<file path="config.mk">
export PLATFORM = sky130hd
export DESIGN_NAME = spi_tx_ctrl_flat
export DESIGN_NICKNAME = d
export VERILOG_FILES = /design/src/rtl/spi_tx_ctrl_if.sv /design/src/rtl/spi_tx_ctrl.sv /design/src/flat_wrapper.sv
export SDC_FILE = /design/constraint.sdc
export NUM_CORES = 1
export LEC_CHECK = 0
export CAP_MARGIN = 40
export CORE_UTILIZATION = 30
export CTS_CLUSTER_DIAMETER = 100
export DETAILED_ROUTE_END_ITERATION = 10
export MAX_ROUTING_LAYER = met4
export PLACE_DENSITY = 0.56
export SLEW_MARGIN = 20
export SYNTH_ARGS = -nofsm -noshare
export SYNTH_HDL_FRONTEND = slang
export SYNTH_SLANG_ARGS = --single-unit
</file>
<file path="constraint.sdc">
create_clock -name CLK -period 3.2 [get_ports CLK]
set_clock_uncertainty 0.2 [all_clocks]
set_input_delay 0.32 -clock CLK [delete_from_list [all_inputs] [get_ports CLK]]
set_output_delay 0.32 -clock CLK [all_outputs]
set_load 0.005 [all_outputs]
</file>
<file path="src/rtl/spi_tx_ctrl_if.sv">
// spi_tx_ctrl_if: FIFO read port plus SPI pad signals of the SPI TX controller.
//   master modport: the controller side (consumes FIFO head, drives pads).
//   slave modport : the environment side (FIFO model / pad observer).
interface spi_tx_ctrl_if #(
    parameter int DATA_WIDTH = 32
);
    logic                  ENABLE;
    logic                  FIFO_EMPTY;
    logic [DATA_WIDTH-1:0] FIFO_DATA;
    logic                  FIFO_READ;
    logic                  SCLK;
    logic                  MOSI;
    logic                  CS_N;
    logic                  BUSY;
    logic                  DONE;

    modport master (
        input  ENABLE, FIFO_EMPTY, FIFO_DATA,
        output FIFO_READ, SCLK, MOSI, CS_N, BUSY, DONE
    );

    modport slave (
        output ENABLE, FIFO_EMPTY, FIFO_DATA,
        input  FIFO_READ, SCLK, MOSI, CS_N, BUSY, DONE
    );
endinterface

</file>
<file path="src/rtl/spi_tx_ctrl.sv">
// spi_tx_ctrl: pops one word per frame from the TX FIFO and shifts it out as an
// SPI mode-0 master, MSB first. All outputs are registered.
// Frame: 1 LOAD cycle (CS_N low, pop strobe) + DATA_WIDTH*2*CLK_DIV SHIFT cycles,
// then GAP_CYCLES cycles with CS_N high, then one IDLE decision cycle.
// Optional feature macro: SPI_TX_CS_HOLD_EN -- when defined, a frame that ends
// with ENABLE high and the FIFO non-empty goes straight to LOAD, keeping CS_N
// low across the burst (SCLK stays low for the LOAD cycle).
module spi_tx_ctrl #(
    parameter int DATA_WIDTH = 32,
    parameter int CLK_DIV    = 2,
    parameter int GAP_CYCLES = 2
) (
    input  logic          CLK,
    input  logic          RST_N,
    spi_tx_ctrl_if.master bus
);

    localparam int BIT_W = $clog2(DATA_WIDTH);
    localparam int DIV_W = $clog2(CLK_DIV) + 1;
    localparam int GAP_W = $clog2(GAP_CYCLES) + 1;

    localparam logic [BIT_W-1:0] BIT_LAST = BIT_W'(DATA_WIDTH - 1);
    localparam logic [DIV_W-1:0] DIV_LAST = DIV_W'(CLK_DIV - 1);
    localparam logic [GAP_W-1:0] GAP_LAST = GAP_W'(GAP_CYCLES - 1);

    localparam logic [1:0] ST_IDLE  = 2'd0;
    localparam logic [1:0] ST_LOAD  = 2'd1;
    localparam logic [1:0] ST_SHIFT = 2'd2;
    localparam logic [1:0] ST_GAP   = 2'd3;

`ifdef SPI_TX_CS_HOLD_EN
    localparam bit CS_HOLD = 1'b1;
`else
    localparam bit CS_HOLD = 1'b0;
`endif

    logic [1:0]            state;
    logic [BIT_W-1:0]      bit_cnt;
    logic [DIV_W-1:0]      div_cnt;
    logic [GAP_W-1:0]      gap_cnt;
    // The MSB goes straight to MOSI at LOAD, so only the remaining bits are held.
    logic [DATA_WIDTH-2:0] shreg;

    logic fifo_read;
    logic sclk;
    logic mosi;
    logic cs_n;
    logic busy;
    logic done;

    logic div_tc;
    logic fall_tick;
    logic start_burst;

    assign div_tc      = (div_cnt == DIV_LAST);
    // A falling SCLK toggle happens on the terminal count while SCLK is high.
    assign fall_tick   = (state == ST_SHIFT) && div_tc && sclk;
    assign start_burst = CS_HOLD && bus.ENABLE && !bus.FIFO_EMPTY;

    // Control FSM and registered pad/handshake outputs.
    always_ff @(posedge CLK or negedge RST_N) begin
        if (!RST_N) begin
            state     <= ST_IDLE;
            bit_cnt   <= '0;
            div_cnt   <= '0;
            gap_cnt   <= '0;
            fifo_read <= 1'b0;
            sclk      <= 1'b0;
            mosi      <= 1'b0;
            cs_n      <= 1'b1;
            busy      <= 1'b0;
            done      <= 1'b0;
        end else begin
            fifo_read <= 1'b0;
            done      <= 1'b0;
            case (state)
                ST_IDLE: begin
                    if (bus.ENABLE && !bus.FIFO_EMPTY) begin
                        state     <= ST_LOAD;
                        fifo_read <= 1'b1;
                        cs_n      <= 1'b0;
                        busy      <= 1'b1;
                    end
                end
                ST_LOAD: begin
                    mosi    <= bus.FIFO_DATA[DATA_WIDTH-1];
                    bit_cnt <= BIT_LAST;
                    div_cnt <= '0;
                    state   <= ST_SHIFT;
                end
                ST_SHIFT: begin
                    if (div_tc) begin
                        div_cnt <= '0;
                        sclk    <= ~sclk;
                        if (sclk) begin
                            if (bit_cnt != '0) begin
                                mosi    <= shreg[DATA_WIDTH-2];
                                bit_cnt <= bit_cnt - BIT_W'(1);
                            end else begin
                                done <= 1'b1;
                                if (start_burst) begin
                                    state     <= ST_LOAD;
                                    fifo_read <= 1'b1;
                                end else begin
                                    state   <= ST_GAP;
                                    cs_n    <= 1'b1;
                                    mosi    <= 1'b0;
                                    gap_cnt <= '0;
                                end
                            end
                        end
                    end else begin
                        div_cnt <= div_cnt + DIV_W'(1);
                    end
                end
                ST_GAP: begin
                    if (gap_cnt == GAP_LAST) begin
                        state <= ST_IDLE;
                        busy  <= 1'b0;
                    end else begin
                        gap_cnt <= gap_cnt + GAP_W'(1);
                    end
                end
                default: begin
                    state <= ST_IDLE;
                end
            endcase
        end
    end

    // Shift register: captured from the FIFO head while the pop is strobed, shifted on falling SCLK.
    always_ff @(posedge CLK) begin
        if (state == ST_LOAD) begin
            shreg <= bus.FIFO_DATA[DATA_WIDTH-2:0];
        end else if (fall_tick && (bit_cnt != '0)) begin
            shreg <= {shreg[DATA_WIDTH-3:0], 1'b0};
        end
    end

    assign bus.FIFO_READ = fifo_read;
    assign bus.SCLK      = sclk;
    assign bus.MOSI      = mosi;
    assign bus.CS_N      = cs_n;
    assign bus.BUSY      = busy;
    assign bus.DONE      = done;

endmodule

</file>
<file path="src/flat_wrapper.sv">
// flat-port wrapper written by rule: the top's interface ports become plain ports
module spi_tx_ctrl_flat 
#(
    parameter int DATA_WIDTH = 32,
    parameter int CLK_DIV    = 2,
    parameter int GAP_CYCLES = 2
)
  (CLK, RST_N, bus_ENABLE, bus_FIFO_EMPTY, bus_FIFO_DATA, bus_FIFO_READ, bus_SCLK, bus_MOSI, bus_CS_N, bus_BUSY, bus_DONE);
  spi_tx_ctrl_if #(.DATA_WIDTH(DATA_WIDTH)) bus_i ();
  input  logic CLK;
  input  logic RST_N;
  input wire logic [$bits(bus_i.ENABLE)-1:0] bus_ENABLE;
  input wire logic [$bits(bus_i.FIFO_EMPTY)-1:0] bus_FIFO_EMPTY;
  input wire logic [$bits(bus_i.FIFO_DATA)-1:0] bus_FIFO_DATA;
  output wire logic [$bits(bus_i.FIFO_READ)-1:0] bus_FIFO_READ;
  output wire logic [$bits(bus_i.SCLK)-1:0] bus_SCLK;
  output wire logic [$bits(bus_i.MOSI)-1:0] bus_MOSI;
  output wire logic [$bits(bus_i.CS_N)-1:0] bus_CS_N;
  output wire logic [$bits(bus_i.BUSY)-1:0] bus_BUSY;
  output wire logic [$bits(bus_i.DONE)-1:0] bus_DONE;
  assign bus_i.ENABLE = bus_ENABLE;
  assign bus_i.FIFO_EMPTY = bus_FIFO_EMPTY;
  assign bus_i.FIFO_DATA = bus_FIFO_DATA;
  assign bus_FIFO_READ = bus_i.FIFO_READ;
  assign bus_SCLK = bus_i.SCLK;
  assign bus_MOSI = bus_i.MOSI;
  assign bus_CS_N = bus_i.CS_N;
  assign bus_BUSY = bus_i.BUSY;
  assign bus_DONE = bus_i.DONE;
  spi_tx_ctrl #(.DATA_WIDTH(DATA_WIDTH), .CLK_DIV(CLK_DIV), .GAP_CYCLES(GAP_CYCLES)) u_core (.CLK(CLK), .RST_N(RST_N), .bus(bus_i));
endmodule
</file>
==> results.ini <==
[global_route]
grt_pass1_wl_um = 6600
grt_max_degree = 32
grt_pass1_vias = 1344
overflow = 0
antenna_found_initial = 0
track_usage = 0.115

[worst_setup_path]
startpoint = u_core.bit_cnt[0]$_DFFE_PN0P_
critPathMaxStageDelay_ps = 620
crit_type = register to register
critPathArrivalTime_ps = 2110
worst-r2r-cell-count = 6
end_kind = register
critPathCapture = u_core.shreg[12]$_DFFE_PP_
slowest_stage = or4b_1
worstReg2RegStart = u_core.bit_cnt[0]$_DFFE_PN0P_
reg2reg_slack_ps = 920
start_kind = register
r2r_end = u_core.shreg[12]$_DFFE_PP_
path_cells = inv_1 > ha_1 > or4b_1 > nand3_1 > nand2b_1 > buf_4
cp_max_fo = 31
required_ps = 3030

[timing]
tns_ps = 0
fmax_mhz = 438
tightest_slew_ps = 577
rsz0062_at_grt = false
setup_violations = 0
maxSlewHeadroom = 0.615
timing.final.ws_setup_ps = 917
min_period_ps = 2280
finalCritPeriodShare = 0.713
drv_slew = 0
finalHoldViolCount = 0

[cts]
cts_buffers = 5
path_clk_slew_ps = 90
post-cts-setup-buffers = 0
cts-root-buf = clkbuf_8
cts_sinks = 48
cts-hold-fix-buffers = 0
tritoncts = built
cts_max_level = 2
insertion_delay_ps = 300
cts_resized = 0
clockBufferDepth = 2

[synth]
netlist_top_cells_area = edfxtp_1 (41%), dfrtp_1 (18%), mux2_2 (15%)
yosysTopAreaCell = edfxtp_1
ys_seq_area_frac = 0.597
ys_ff_latch = 48
yosysWarnings = 0
netlist_instances = 168
ys_async_sr_fraction = 0.354
synth_edf_count = 31
synth_cell_type_count = 38
avgSynthCellArea_um2 = 13.5
syn_nets = 210
synth_top_area_share = 0.410
synth_flop_cell = edfxtp_1
syn_area_um2 = 2270

[cells_and_area]
syn2layout_area_growth_pct = 28.5
antenna_cells = 0
drive_above_1_share = 0.220
n_fill_cell = 729
finish.net_count = 255

[floorplanning]
start_util = 0.312
io-pin-count = 42
core-area_um2 = 7290
num_rows = 31
die_w_um = 89.0
dieArea_um2 = 7930
die-height_um = 89.0

[placement]
port_buffers = 41
dp_slack_ps = 918
gp_congestion = 0.734
dp_hpwl_um = 2650

[routing]
wirelength_um = 3910
wl_per_cell_um = 12.5
drt-initial-drc-count = 39
drc_errors = 0
first_pass_iters = 4
via_per_inst = 4.49
vias = 1406
ant_nets = 0

[power_and_ir_drop]
p_leak_nw = 1.09
p_per_area_nw_per_um2 = 393
ir_drop_uv = 148

[run]
cap_violations = 0

[min_path]
hp-class = input port to async pin

[status]
outcome = complete, no violations

[worst max-delay path: cells and delay by family (launching register included)]
kind | cells | cell delay (ps)
fa+ha+maj | 1 | 170
simple gates | 3 | 890
buf+inv | 2 | 320
flops | 1 | 420
[flip-flops by register name, summed over array words and instances, names as in the netlist]
signal,cells
u_core.bus.CS_N,1
u_core.state,2
u_core.div_cnt,2
u_core.bus.DONE,1
u_core.bus.FIFO_READ,1
u_core.bus.BUSY,1
u_core.gap_cnt,2
u_core.bus.SCLK,1
u_core.bit_cnt,5
u_core.bus.MOSI,1
u_core.shreg,31
[worst min-delay path by stage]
stage	start	to	slack (ps)	cells after the start
global route	RST_N	u_core.bit_cnt[2]$_DFFE_PN0P_	130	1
CTS	RST_N	u_core.bus.BUSY$_DFFE_PN0P_	300	1
global placement	u_core.gap_cnt[1]$_DFFE_PN0P_	u_core.gap_cnt[1]$_DFFE_PN0P_	310	1
detailed placement	u_core.gap_cnt[1]$_DFFE_PN0P_	u_core.gap_cnt[1]$_DFFE_PN0P_	310	1
floorplan	RST_N	u_core.bit_cnt[0]$_DFFE_PN0P_	-180	0
finish	RST_N	u_core.bus.BUSY$_DFFE_PN0P_	120	1
[per-stage QoR]
stage,std cells,total power [mW],hold WS (ps),utilization,area (µm²)
after detailed placement,304,0.716,307,0.384,2800
after floorplan,168,0.668,-176,-,2270
after CTS,312,1.16,301,0.399,2910
after global placement,304,0.716,306,0.384,2800
final,313,1.15,117,0.400,2920
after global routing,313,1.19,131,0.400,2920
[placed cells by master, fill, tap and decap left out, types with 2 or more instances in the layout]
cell	netlist	layout
and2_1	2	2
edfxtp_1	31	31
nor2_1	5	5
xnor2_1	2	2
nor2b_1	3	3
dfrtp_1	16	16
ha_1	6	6
mux2i_1	2	2
nand2_1	5	5
a21oi_1	9	9
nand2b_1	5	5
nor3_1	6	6
nand3b_1	3	3
clkdlybuf4s50_1	0	41
inv_1	9	9
mux2_2	30	30
o21ai_0	4	4
nand3_1	5	5
buf_4	0	4
clkbuf_8	0	5
[Yosys cell counts (2+ instances only)]
library cell  instances
nand3_1               5
dfrtp_1              16
mux2_2               30
nand2b_1              5
xnor2_1               2
o21ai_0               4
nor2b_1               3
nand3b_1              3
mux2i_1               2
a21oi_1               9
clkbuf_1              5
and2_1                2
edfxtp_1             31
nand2_1               5
ha_1                  6
inv_1                 9
nor3_1                6
nor2_1                5
[metal layers]
layer,GRT usage,part of all wire,vias to the layer above
met2,0.148,0.42,36
met1,0.171,0.51,669
li1,-,-,696
met3,0.0332,0.052,5
met5,-,0,-
met4,0.0390,0.010,0
[where the power goes]
part           internal (mW)  switching [mW]
clock network          0.232           0.212
registers              0.654               0
logic                 0.0386          0.0106
total                  0.924           0.223
[cell families after synthesis]
logic type,count (synthesis),share of synthesized area
simple gates,39,0.0986
flops,48,0.597
fa+ha+maj,6,0.0330
mux,33,0.164
buf+inv,17,0.0319
compound gates,22,0.0633
xor+xnor,3,0.0116
[cell type report]
type                            instances  area (µm²)  share of cell area
Sequential cell                        48        1360               0.465
Clock buffer                            5        68.8              0.0236
Tap cell                               99         124              0.0424
Inverter                                9        33.8              0.0116
Clock inverter                          3        42.5              0.0146
Timing Repair Buffer                   46         452               0.155
Multi-Input combinational cell        103         842               0.288
Power figures use the tool's default switching activity.
